--- src/rtl/muldiv_pkg.sv ---
// Shared op codes and FSM encodings for the iterative mul/div unit.
package muldiv_pkg;

  localparam logic [1:0] MD_MULT  = 2'b00;
  localparam logic [1:0] MD_MULTU = 2'b01;
  localparam logic [1:0] MD_DIV   = 2'b10;
  localparam logic [1:0] MD_DIVU  = 2'b11;

  typedef enum logic [1:0] {
    MD_IDLE = 2'd0,
    MD_CALC = 2'd1,
    MD_FIX  = 2'd2
  } md_state_e;

endpackage

--- src/rtl/muldiv_step.sv ---
// One iteration of the mul/div datapath: shift-add multiply step or
// restoring divide step on the WIDTH+1-bit partial register.
module muldiv_step #(
  parameter int WIDTH = 32
) (
  input  logic             i_div,
  input  logic [WIDTH:0]   i_part,
  input  logic [WIDTH-1:0] i_q,
  input  logic [WIDTH-1:0] i_m,
  output logic [WIDTH:0]   o_part,
  output logic [WIDTH-1:0] o_q
);

  logic [WIDTH:0] w_sum;
  logic [WIDTH:0] w_add;
  logic [WIDTH:0] w_sh;
  logic [WIDTH:0] w_diff;

  always_comb begin
    w_sum  = i_part + {1'b0, i_m};
    w_add  = i_q[0] ? w_sum : i_part;
    w_sh   = {i_part[WIDTH-1:0], i_q[WIDTH-1]};
    w_diff = w_sh - {1'b0, i_m};
    o_part = {1'b0, w_add[WIDTH:1]};
    o_q    = {w_add[0], i_q[WIDTH-1:1]};
    if (i_div) begin
      // bit WIDTH of the trial difference is its sign
      if (!w_diff[WIDTH]) begin
        o_part = w_diff;
        o_q    = {i_q[WIDTH-2:0], 1'b1};
      end else begin
        o_part = w_sh;
        o_q    = {i_q[WIDTH-2:0], 1'b0};
      end
    end
  end

endmodule

--- src/rtl/muldiv_unit.sv ---
// Iterative MULT/MULTU/DIV/DIVU unit with HI/LO registers.
// Signed MULT/DIV enabled by defining MULDIV_SIGNED_EN.
module muldiv_unit
  import muldiv_pkg::*;
#(
  parameter int WIDTH = 32
) (
  input  logic             clk,
  input  logic             rst_n,
  input  logic             start,
  input  logic [1:0]       op,
  input  logic [WIDTH-1:0] a,
  input  logic [WIDTH-1:0] b,
  input  logic             flush,
  input  logic             mthi,
  input  logic             mtlo,
  output logic             busy,
  output logic             done,
  output logic [WIDTH-1:0] hi,
  output logic [WIDTH-1:0] lo
);

`ifdef MULDIV_SIGNED_EN
  localparam bit SGN_EN = 1'b1;
`else
  localparam bit SGN_EN = 1'b0;
`endif
  localparam int CW = $clog2(WIDTH + 1);

  md_state_e r_state;
  md_state_e w_state_nxt;

  logic [CW-1:0]    r_cnt;
  logic [WIDTH:0]   r_part;
  logic [WIDTH-1:0] r_q;
  logic [WIDTH-1:0] r_m;
  logic [WIDTH-1:0] r_a;
  logic [WIDTH-1:0] r_hi;
  logic [WIDTH-1:0] r_lo;
  logic             r_div;
  logic             r_bz;
  logic             r_sa;
  logic             r_sb;
  logic             r_done;

  logic             w_sgn;
  logic             w_go;
  logic [WIDTH-1:0] w_ma;
  logic [WIDTH-1:0] w_mb;
  logic [WIDTH:0]   w_part;
  logic [WIDTH-1:0] w_q;
  logic [2*WIDTH-1:0] w_prod;
  logic [WIDTH-1:0] w_quot;
  logic [WIDTH-1:0] w_rem;
  logic [WIDTH-1:0] w_fix_hi;
  logic [WIDTH-1:0] w_fix_lo;

  assign busy = (r_state != MD_IDLE);
  assign done = r_done;
  assign hi   = r_hi;
  assign lo   = r_lo;

  always_comb begin
    w_sgn = SGN_EN & ~op[0];
    w_go  = (r_state == MD_IDLE) & start & ~flush;
    w_ma  = (w_sgn & a[WIDTH-1]) ? -a : a;
    w_mb  = (w_sgn & b[WIDTH-1]) ? -b : b;
  end

  muldiv_step #(.WIDTH(WIDTH)) u_step (
    .i_div  (r_div),
    .i_part (r_part),
    .i_q    (r_q),
    .i_m    (r_m),
    .o_part (w_part),
    .o_q    (w_q)
  );

  always_comb begin
    w_state_nxt = r_state;
    case (r_state)
      MD_IDLE: if (w_go) w_state_nxt = MD_CALC;
      MD_CALC: begin
        if (flush)
          w_state_nxt = MD_IDLE;
        else if (r_cnt == CW'(1))
          w_state_nxt = MD_FIX;
      end
      MD_FIX:  w_state_nxt = MD_IDLE;
      default: w_state_nxt = MD_IDLE;
    endcase
  end

  always_ff @(posedge clk) begin
    if (!rst_n) r_state <= MD_IDLE;
    else        r_state <= w_state_nxt;
  end

  // multiply works on |a|,|b|; divide keeps dividend in r_q, divisor in r_m
  always_ff @(posedge clk) begin
    if (w_go) begin
      r_cnt  <= CW'(WIDTH);
      r_part <= '0;
      r_div  <= op[1];
      r_a    <= a;
      r_bz   <= (b == '0);
      r_sa   <= w_sgn & a[WIDTH-1];
      r_sb   <= w_sgn & b[WIDTH-1];
      r_q    <= op[1] ? w_ma : w_mb;
      r_m    <= op[1] ? w_mb : w_ma;
    end else if (r_state == MD_CALC) begin
      r_cnt  <= r_cnt - CW'(1);
      r_part <= w_part;
      r_q    <= w_q;
    end
  end

  always_comb begin
    w_prod = {r_part[WIDTH-1:0], r_q};
    w_quot = r_q;
    w_rem  = r_part[WIDTH-1:0];
    if (r_sa ^ r_sb) begin
      w_prod = -w_prod;
      w_quot = -w_quot;
    end
    if (r_sa) w_rem = -w_rem;
    w_fix_hi = w_prod[2*WIDTH-1:WIDTH];
    w_fix_lo = w_prod[WIDTH-1:0];
    if (r_div && r_bz) begin
      w_fix_hi = r_a;
      w_fix_lo = '1;
    end else if (r_div) begin
      w_fix_hi = w_rem;
      w_fix_lo = w_quot;
    end
  end

  always_ff @(posedge clk) begin
    if (!rst_n) begin
      r_hi   <= '0;
      r_lo   <= '0;
      r_done <= 1'b0;
    end else begin
      r_done <= (r_state == MD_FIX) & ~flush;
      if (!flush) begin
        if (r_state == MD_FIX) begin
          r_hi <= w_fix_hi;
          r_lo <= w_fix_lo;
        end else if (r_state == MD_IDLE) begin
          if (mthi) r_hi <= a;
          if (mtlo) r_lo <= a;
        end
      end
    end
  end

endmodule

--- config.mk ---
export PLATFORM = sky130hd
export DESIGN_NAME = muldiv_unit
export DESIGN_NICKNAME = d
export VERILOG_FILES = /design/src/rtl/muldiv_pkg.sv /design/src/rtl/muldiv_step.sv /design/src/rtl/muldiv_unit.sv
export SDC_FILE = /design/constraint.sdc
export NUM_CORES = 1
export LEC_CHECK = 0
export CELL_PAD_IN_SITES_DETAIL_PLACEMENT = 1
export CELL_PAD_IN_SITES_GLOBAL_PLACEMENT = 1
export CORE_MARGIN = 10
export CORE_UTILIZATION = 48
export CTS_CLUSTER_SIZE = 10
export DETAILED_ROUTE_END_ITERATION = 8
export PLACE_DENSITY_LB_ADDON = 0.1
export SLEW_MARGIN = 20
export SYNTH_ARGS = -nofsm -noshare
export SYNTH_HDL_FRONTEND = slang
export SYNTH_SLANG_ARGS = --single-unit
--- constraint.sdc ---
create_clock -name clk -period 7.6 [get_ports clk]
set_input_delay 1.52 -clock clk [delete_from_list [all_inputs] [get_ports clk]]
set_output_delay 1.52 -clock clk [all_outputs]
set_load 0.01 [all_outputs]
Word level (Yosys, flattened, before mapping)
Index checks and enable logic that the tools add are counted.
{"block": "word_totals", "inputBits": 72, "ff_bits": 204, "out_inout_bits": 66}
{"block": "op_classes", "n_reduce_logical": 11, "n_mux": 21, "n_eq_ne": 5, "bitwise": 4, "add_sub_neg": 3}
{"operator": "32-bit 2-to-1 mux", "count": 13}
{"operator": "33-bit 2-to-1 mux", "count": 3}
{"operator": "33-bit by 32-bit adder with 33-bit output", "count": 1}
{"operator": "33-bit by 32-bit subtractor with 33-bit output", "count": 1}
{"operator": "32-bit zero test", "count": 1}
{"operator": "2-bit nonzero test", "count": 5}
{"operator": "6-bit by 1-bit equality test with 1-bit output (second input constant)", "count": 1}
{"operator": "2-bit 2-to-1 mux", "count": 3}
{"operator": "3-bit AND reduction", "count": 2}
{"operator": "6-bit by 1-bit subtractor with 6-bit output (second input constant)", "count": 1}
{"operator": "2-bit case mux with 2 select lines", "count": 1}
{"operator": "1-bit AND", "count": 3}
{"operator": "3-bit != test (second input constant)", "count": 1}
{"operator": "2-bit by 1-bit equality test with 1-bit output (second input constant)", "count": 1}
{"operator": "2-bit equality test (second input constant)", "count": 1}
{"operator": "2-bit zero test", "count": 1}
{"operator": "2-bit != test (second input constant)", "count": 1}
{"operator": "2-bit AND reduction", "count": 1}
{"operator": "1-bit logical AND", "count": 1}
{"operator": "1-bit 2-to-1 mux", "count": 1}
{"operator": "1-bit inverter", "count": 1}

Logic depth before layout (Yosys ltp)
Gate-level depths: netlist of the first run.
{"block": "logic_depth", "ltp_word": 5, "mapped_depth": 22}

Cells and area by module
From an unflattened synthesis of the first run, not the netlist that was laid out.
{"block": "unflattened", "cells_unflattened": 1504, "hier_area_um2": 13459.2}
{"mod": "muldiv_unit", "cells_each": 803, "n_inst": 1, "seq_area_each_um2": 5064.9, "area_each_um2": 8577.0}
{"mod": "muldiv_step", "cells_each": 701, "n_inst": 1, "seq_area_each_um2": 0.0, "area_each_um2": 4882.2}

Worst setup path after synthesis of the first run
OpenSTA, ideal clock, no wires.
{"block": "synth_timing", "path_type": "input-to-reg", "from": "in flush", "to": "reg r_a[0], enable pin", "arrival_ps": 4388, "required_time_ps": 7144, "setup_slack_ps": 2756, "cell_stages": 5, "cell_sequence": "nor2_1 nand3b_1 inv_2 buf_1 buf_1"}
{"block": "synth_via", "elab_chain_cells": 2}
{"item": "start, declared", "line_no": "muldiv_unit.sv:14", "source": "input logic flush,"}
{"item": "1-bit inverter", "line_no": "muldiv_unit.sv:65", "source": "w_go = (r_state == MD_IDLE) & start & ~flush;"}
{"item": "1-bit AND", "line_no": "muldiv_unit.sv:65"}
{"item": "via w_go", "line_no": "muldiv_unit.sv:47", "source": "logic w_go;"}
{"item": "end signal, assigned", "line_no": "muldiv_unit.sv:105", "source": "r_a <= a;"}
{"item": "end, declared", "line_no": "muldiv_unit.sv:37", "source": "logic [WIDTH-1:0] r_a;"}
The timed path passes the listed nets, and every way through them passes these cells.
A chain may end at the register's enable or synchronous reset.

Worst setup path in the final report of the first run
{"block": "layout_timing", "from": "reg r_q[31]", "to": "reg r_part[30]"}
{"block": "layout_via", "elab_chain_cells": 3}
{"item": "start, declared", "line_no": "muldiv_unit.sv:35", "source": "logic [WIDTH-1:0] r_q;"}
{"item": "start signal, assigned", "line_no": "muldiv_unit.sv:109", "source": "r_q <= op[1] ? w_ma : w_mb;"}
{"item": "start signal, assigned", "line_no": "muldiv_unit.sv:114", "source": "r_q <= w_q;"}
{"item": "33-bit by 32-bit subtractor with 33-bit output", "line_no": "muldiv_step.sv:23", "source": "w_diff = w_sh - {1'b0, i_m};"}
{"item": "33-bit 2-to-1 mux", "line_no": "muldiv_step.sv:28", "source": "if (!w_diff[WIDTH]) begin"}
{"item": "33-bit 2-to-1 mux", "line_no": "muldiv_step.sv:26", "source": "if (i_div) begin"}
{"item": "end signal, assigned", "line_no": "muldiv_unit.sv:113", "source": "r_part <= w_part;"}
{"item": "end, declared", "line_no": "muldiv_unit.sv:34", "source": "logic [WIDTH:0] r_part;"}
No other way between the ends.

==> results.json, run 1 <==
{
  "grt_first_pass_wirelength_mm": 70.57,
  "placement_rows": 61,
  "cp_data_arrival_time_ns": 5.54,
  "clock_sink_count": 204,
  "powerDensity_nw_per_um2": 244.1,
  "clock_tree_from_tritoncts": "done",
  "layoutNonFillerInstCount": 1976,
  "max_freq_mhz": 197.2,
  "floorplan_die_area_um2": 34990,
  "hpwl_mm": 32.22,
  "synthArstFlopShare_pct": 0,
  "worstHoldPathType": "register to register",
  "insertion_delay_ns": 0.54,
  "cts_root_buffer": "clkbuf_16",
  "detailroute.via_count": 12060,
  "synthesis.yosys.warnings": 0,
  "timing.critical_path.required_ns": 8.07,
  "die_w_um": 187.0,
  "critical_path.startpoint_type": "register",
  "final-setup-viol-count": 0,
  "clock_period_minus_worst_slack_ns": 5.072,
  "gp_congestion": 0.8848,
  "cts_resized": 0,
  "synth_sequential_area_ratio_pct": 37.81,
  "post_route_cells_drive_above_1_share_pct": 7.895,
  "grt_antenna_before_repair": 2,
  "core_region_area_um2": 27630,
  "numCtsBuffers": 26,
  "clock_h_tree_levels": 1,
  "fin_setup_tns_ns": 0,
  "holdWs_ns": 0.4691,
  "worst-setup-path-type": "register to register",
  "post_cts_hold_buffer_count": 0,
  "route.detailed.wl_per_inst_um": 22.55,
  "synth_edf_count": 98,
  "grt_max_degree": 97,
  "fin_worst_skew_ns": 0.01267,
  "post-synth-top-count-cell": "nand2_1",
  "cp_slowest_stage_delay_ns": 0.45,
  "vdd_drop_max_uv": 178.4,
  "p_leak_nw": 5.954,
  "io-pin-count": 138,
  "synthesis.area_per_instance_um2": 8.977,
  "nets": 1718,
  "detail_route.drc_violations": 0,
  "layout.filler_cells": 3212,
  "ys_seq_elements": 204,
  "port-buffer-count": 136,
  "critPathSlowestCell": "buf_4",
  "initial_core_util_pct": 48.48,
  "via_per_inst": 6.105,
  "cts_max_path_buffers": 3,
  "run_status": "finished, final reports clean",
  "cp-end-kind": "register",
  "hold_viol": 0,
  "clk_transition_reported_paths_ns": 0.06,
  "grt_usage_pct": 24.53,
  "dieHeight_um": 187.0,
  "first_global_vias": 12430,
  "post-place-cells": 1927,
  "synth_top_area_cell": "edfxtp_1",
  "synth.area.top_cells": "edfxtp_1 (22%), dfxtp_1 (16%), ha_1 (6.3%), a21oi_1 (5.8%), nand2_1 (4.4%)",
  "area.growth.synth_to_final_pct": 17.73,
  "netlist_area_um2": 13390,
  "finalPower_mw": 3.849,
  "timing.critical_path.cells": "inv_1 > ha_1 > fa_1 > nand2b_1 > a21oi_1 > o211ai_1 > a211oi_1 > nor2_1 > a311oi_2 > o21a_1 > o211ai_1 > nand2_1 > ha_1 > buf_4 > inv_1 > a211oi_1 > a21oi_1 > nand2_1 > o311ai_0 > a21oi_1 > o31ai_1 > a21oi_1",
  "globalRouteOverflowTotal": 0,
  "timing_worst_slew_pin_value_ns": 1.073,
  "netlist-cell-type-count": 82,
  "timing.critical_path.mode_cell": "a21oi_1",
  "cts_setup_buffers": 0,
  "route.final.wire_length_mm": 44.56,
  "synth_ff_type": "dfxtp_1",
  "synthCells": 1492,
  "final.period_utilization_pct": 66.74,
  "final-max-slew-violation-count": 0,
  "drt.antenna.violating_nets": 0,
  "relSlewSlack_pct": 28.48,
  "cp_max_fo": 51,
  "post_synthesis_net_count": 1633,
  "detailedRoute.firstIterationViolations": 828,
  "max_cap_violations": 0,
  "rsz_0062_raised_after_global_routing": "false",
  "yosys-top-cells-count": "nand2_1 (158), a21oi_1 (155), nor2_1 (107)",
  "drt_first_pass_iters": 6,
  "fraction_of_post_synthesis_cell_area_in_the_top_cell_type_by_area_pct": 21.97
}
[report_power, final]
part,switching [mW],internal [mW]
Combinational,0.760,0.542
Sequential,0.131,1.26
Clock,0.480,0.674
[cells by family (layout without fill, tap and decap cells)]
group	count (synthesis)	in the layout	share of synthesized area, %
other	0	2	0
muxes	83	83	6.558
and+or+nand+nor	437	437	15.39
DFF	204	204	37.81
buffers and inverters	158	262	4.699
adders and majority gates	69	69	6.558
xor gates and xnor gates	57	57	3.727
AOI/OAI and AO/OA	484	484	25.26
[worst max-delay path, delay by kind of cell, from the launching register on]
family	cells	cell delay, ns
compound gates	12	2.51
simple gates	4	0.50
flops	1	0.35
buf+inv	3	0.83
fa+ha+maj	3	0.81
[worst paths after layout]
kind | from | to | slack [ns] | depth (start not counted)
worst max-delay path | r_q[31] | r_part[30] | 2.53 | 22
worst min-delay path | lo[2] | lo[2] | 0.47 | 2
worst max register to register | r_q[31] | r_part[30] | 2.53 | 22
worst min register to register | lo[2] | lo[2] | 0.47 | 2
[final cells by class]
cell class	count	area (um2)	area share [%]
diodes	2	5.005	0.03174
clock buffers	43	755.7	4.793
clock inverters	4	26.28	0.1666
inverters	62	235.2	1.492
multi-input cells	1130	7725	48.99
flip-flops and latches	204	5065	32.12
well taps	378	473.0	2.999
repair buffers	153	1484	9.410
[state kept, by name (all words and copies together) (netlist names)]
register / flops
r_bz: 1
r_part: 33
r_cnt: 6
r_m: 32
hi: 32
r_div: 1
r_q: 32
r_state: 2
done: 1
lo: 32
r_a: 32
[per-layer routing]
| layer | wire length [um] | part of all wire [%] | GRT usage (%) | up-vias |
|---|---|---|---|---|
| li1 | - | - | - | 5703 |
| met1 | 20870 | 47 | 34.41 | 5951 |
| met2 | 19790 | 44 | 38.38 | 361 |
| met3 | 3196 | 7.2 | 4.922 | 48 |
| met4 | 705 | 1.6 | 4.746 | 0 |
| met5 | 0 | 0 | 0 | - |
[per-stage QoR]
step	setup WS (ns)	cell area, um2	utilization [%]
CTS	2.616	15760	57.05
global placement	2.772	14980	54.22
global route	2.192	15760	57.06
floorplan	2.756	13390	-
finish	2.528	15770	57.07
detailed placement	2.634	14980	54.22
[cell usage in the layout (no fill, tap or decap), types with 5 or more instances in the layout]
| cell | instances |
|---|---|
| nand2_1 | 158 |
| a21oi_1 | 155 |
| clkdlybuf4s50_1 | 134 |
| nor2_1 | 107 |
| dfxtp_1 | 106 |
| edfxtp_1 | 98 |
| nor2b_1 | 74 |
| ha_1 | 67 |
| inv_1 | 61 |
| a211oi_1 | 59 |
| mux2i_1 | 45 |
| o21ai_0 | 43 |
| o221ai_1 | 39 |
| mux2_2 | 38 |
| a311oi_1 | 33 |
| a21boi_0 | 33 |
| xnor2_1 | 33 |
| a21o_1 | 31 |
| clkbuf_16 | 27 |
| xor2_1 | 24 |
| buf_4 | 19 |
| nand3_1 | 17 |
| nor3_1 | 17 |
| clkbuf_1 | 14 |
| nand2b_1 | 12 |
| o211ai_1 | 9 |
| a31oi_1 | 9 |
| nor4_1 | 9 |
| nand4_1 | 8 |
| or3_1 | 8 |
| o21bai_1 | 7 |
| o21a_1 | 6 |
| o21ai_2 | 6 |
| nor3b_1 | 5 |
Power figures use the tool's default switching activity.
==> run 2: changes to the inputs <==
--- a/config.mk
+++ b/config.mk
@@ -8,7 +8,7 @@
 export CELL_PAD_IN_SITES_DETAIL_PLACEMENT = 1
 export CELL_PAD_IN_SITES_GLOBAL_PLACEMENT = 1
 export CORE_MARGIN = 10
-export CORE_UTILIZATION = 48
+export CORE_UTILIZATION = 40
 export CTS_CLUSTER_SIZE = 10
 export DETAILED_ROUTE_END_ITERATION = 8
 export PLACE_DENSITY_LB_ADDON = 0.1
==> constraint.sdc (replaced) <==
create_clock -name clk -period 4.5 [get_ports clk]
set_input_delay 0.9 -clock clk [delete_from_list [all_inputs] [get_ports clk]]
set_output_delay 0.9 -clock clk [all_outputs]
set_load 0.01 [all_outputs]
==> results.json, run 2 (synthesized netlist as in run 1, its figures left out) <==
{
  "gp_congestion": 0.8817,
  "global_route.usage.met1_pct": 30.54,
  "route.detailed.wl_per_inst_um": 22.19,
  "hpwl_mm": 33.25,
  "cts_root_buffer": "clkbuf_16",
  "cts_setup_buffers": 0,
  "post-place-cells": 1998,
  "detail_route.drc_violations": 0,
  "critPathSlowestCell": "fa_1",
  "layoutNonFillerInstCount": 2046,
  "clk_transition_reported_paths_ns": 0.06,
  "cp_slowest_stage_delay_ns": 0.43,
  "floorplan_die_area_um2": 41200,
  "clock_sink_count": 204,
  "powerDensity_nw_per_um2": 413.2,
  "worst-setup-path-type": "register to register",
  "route.final.wire_length_mm": 45.41,
  "final-setup-viol-count": 0,
  "detailedRoute.firstIterationViolations": 742,
  "vdd_drop_max_uv": 289.0,
  "core_region_area_um2": 32780,
  "rsz_0062_raised_after_global_routing": "false",
  "final.period_utilization_pct": 91.64,
  "timing_worst_slew_pin_value_ns": 1.066,
  "fin_worst_skew_ns": 0.02033,
  "max_cap_violations": 0,
  "post_route_cells_drive_above_1_share_pct": 8.297,
  "met2_usage_pct": 33.47,
  "layout_commonest_cell": "nand2_1",
  "grt_max_degree": 146,
  "first_global_vias": 12100,
  "insertion_delay_ns": 0.54,
  "relSlewSlack_pct": 28.92,
  "run_status": "finished, final reports clean",
  "placed_cell_area_um2": 15150,
  "port-buffer-count": 136,
  "die_w_um": 203.0,
  "timing.critical_path.required_ns": 4.90,
  "grt_first_pass_wirelength_mm": 71.49,
  "via_per_inst": 5.782,
  "dieHeight_um": 203.0,
  "cts_max_path_buffers": 3,
  "clock_period_minus_worst_slack_ns": 4.124,
  "detailroute.via_count": 11830,
  "grt_usage_pct": 21.44,
  "globalRouteMet3Util_pct": 3.980,
  "largest_register_ff_count": 33,
  "grt_antenna_before_repair": 1,
  "post_cts_hold_buffer_count": 0,
  "timing.critical_path.cells": "inv_1 > ha_1 > fa_1 > nand2b_1 > a21oi_1 > o211ai_1 > a211oi_2 > nor2_1 > a311oi_2 > o21a_1 > o211ai_1 > nand2_1 > ha_1 > buf_12 > nor2_1 > a21oi_1 > nor2_1 > a2111oi_0",
  "max_freq_mhz": 242.5,
  "drt_first_pass_iters": 4,
  "io-pin-count": 138,
  "cp_max_fo": 50,
  "cp-end-kind": "register",
  "fin_setup_tns_ns": 0,
  "timing.critical_path.mode_cell": "nor2_1",
  "max_flop_register": "r_part",
  "hold_viol": 0,
  "grt_busiest_layer": "met2",
  "worstHoldPathType": "register to register",
  "most-common-layout-cells": "nand2_1 (157), a21oi_1 (155), clkdlybuf4s50_1 (134)",
  "finalInstanceArea_um2": 15960,
  "drt.antenna.violating_nets": 0,
  "placement_rows": 66,
  "numCtsBuffers": 26,
  "critical_path.startpoint_type": "register",
  "area.growth.synth_to_final_pct": 19.16,
  "p_leak_nw": 6.013,
  "final-max-slew-violation-count": 0,
  "cp_data_arrival_time_ns": 4.52,
  "clock_tree_from_tritoncts": "done",
  "globalRouteOverflowTotal": 0,
  "nets": 1725,
  "clock_h_tree_levels": 1,
  "initial_core_util_pct": 40.86,
  "finalPower_mw": 6.595,
  "cts_resized": 0
}
run 2: cell count changes in the layout (fill, tap and decap cells not counted), sizes merged:
cell      change
buf           +7
clkinv        +3
clkbuf        -2
bufinv        +1
clkinvlp      -1
diode         -1
inv           -1
run 2: per-layer routing:
layer  vias up  routed length [um]
met3        33                2712
met4         0                 515
met5         -                   0
li1       5713                   -
met2       250               20010
met1      5834               22170
run 2: critical path: cells and delay by family, from the launching register on:
family          cells  cell delay, ns
simple gates        5            0.50
buf+inv             2            0.34
compound gates      8            1.90
flops               1            0.37
fa+ha+maj           3            0.86
run 2: path summary, 6_finish.rpt:
check / cells past startpoint / startpoint / slack [ns] / to
setup / recovery: 18 / r_q[31] / 0.38 / r_part[17]
hold / removal: 2 / lo[7] / 0.47 / lo[7]
setup reg to reg: 18 / r_q[31] / 0.38 / r_part[17]
hold reg to reg: 2 / lo[7] / 0.47 / lo[7]
run 2: final cells by class:
| type | instances | area (um2) |
|---|---|---|
| clock buffer | 41 | 749.5 |
| clock inverter | 6 | 51.30 |
| tap | 442 | 553.0 |
| sequential | 204 | 5065 |
| inverter | 62 | 235.2 |
| fill | 3782 | 16820 |
| timing repair buffer | 160 | 1572 |
| multi-input combinational | 1130 | 7732 |
| antenna | 1 | 2.502 |
run 2: power breakdown:
part	internal [mW]	switching (mW)
clock network	1.19	0.821
logic	0.945	1.30
registers	2.13	0.211
total	4.27	2.33
run 2: stage by stage:
step	setup slack, ns	util [%]	hold slack [ns]
3_3_place_gp	0.4085	46.21	0.4502
4_1_cts	0.2998	48.66	0.4674
3_5_place_dp	0.3137	46.22	0.4569
6_report	0.3762	48.68	0.4667
5_1_grt	0.007150	48.68	0.4866
2_1_floorplan	0.2764	-	0.4658
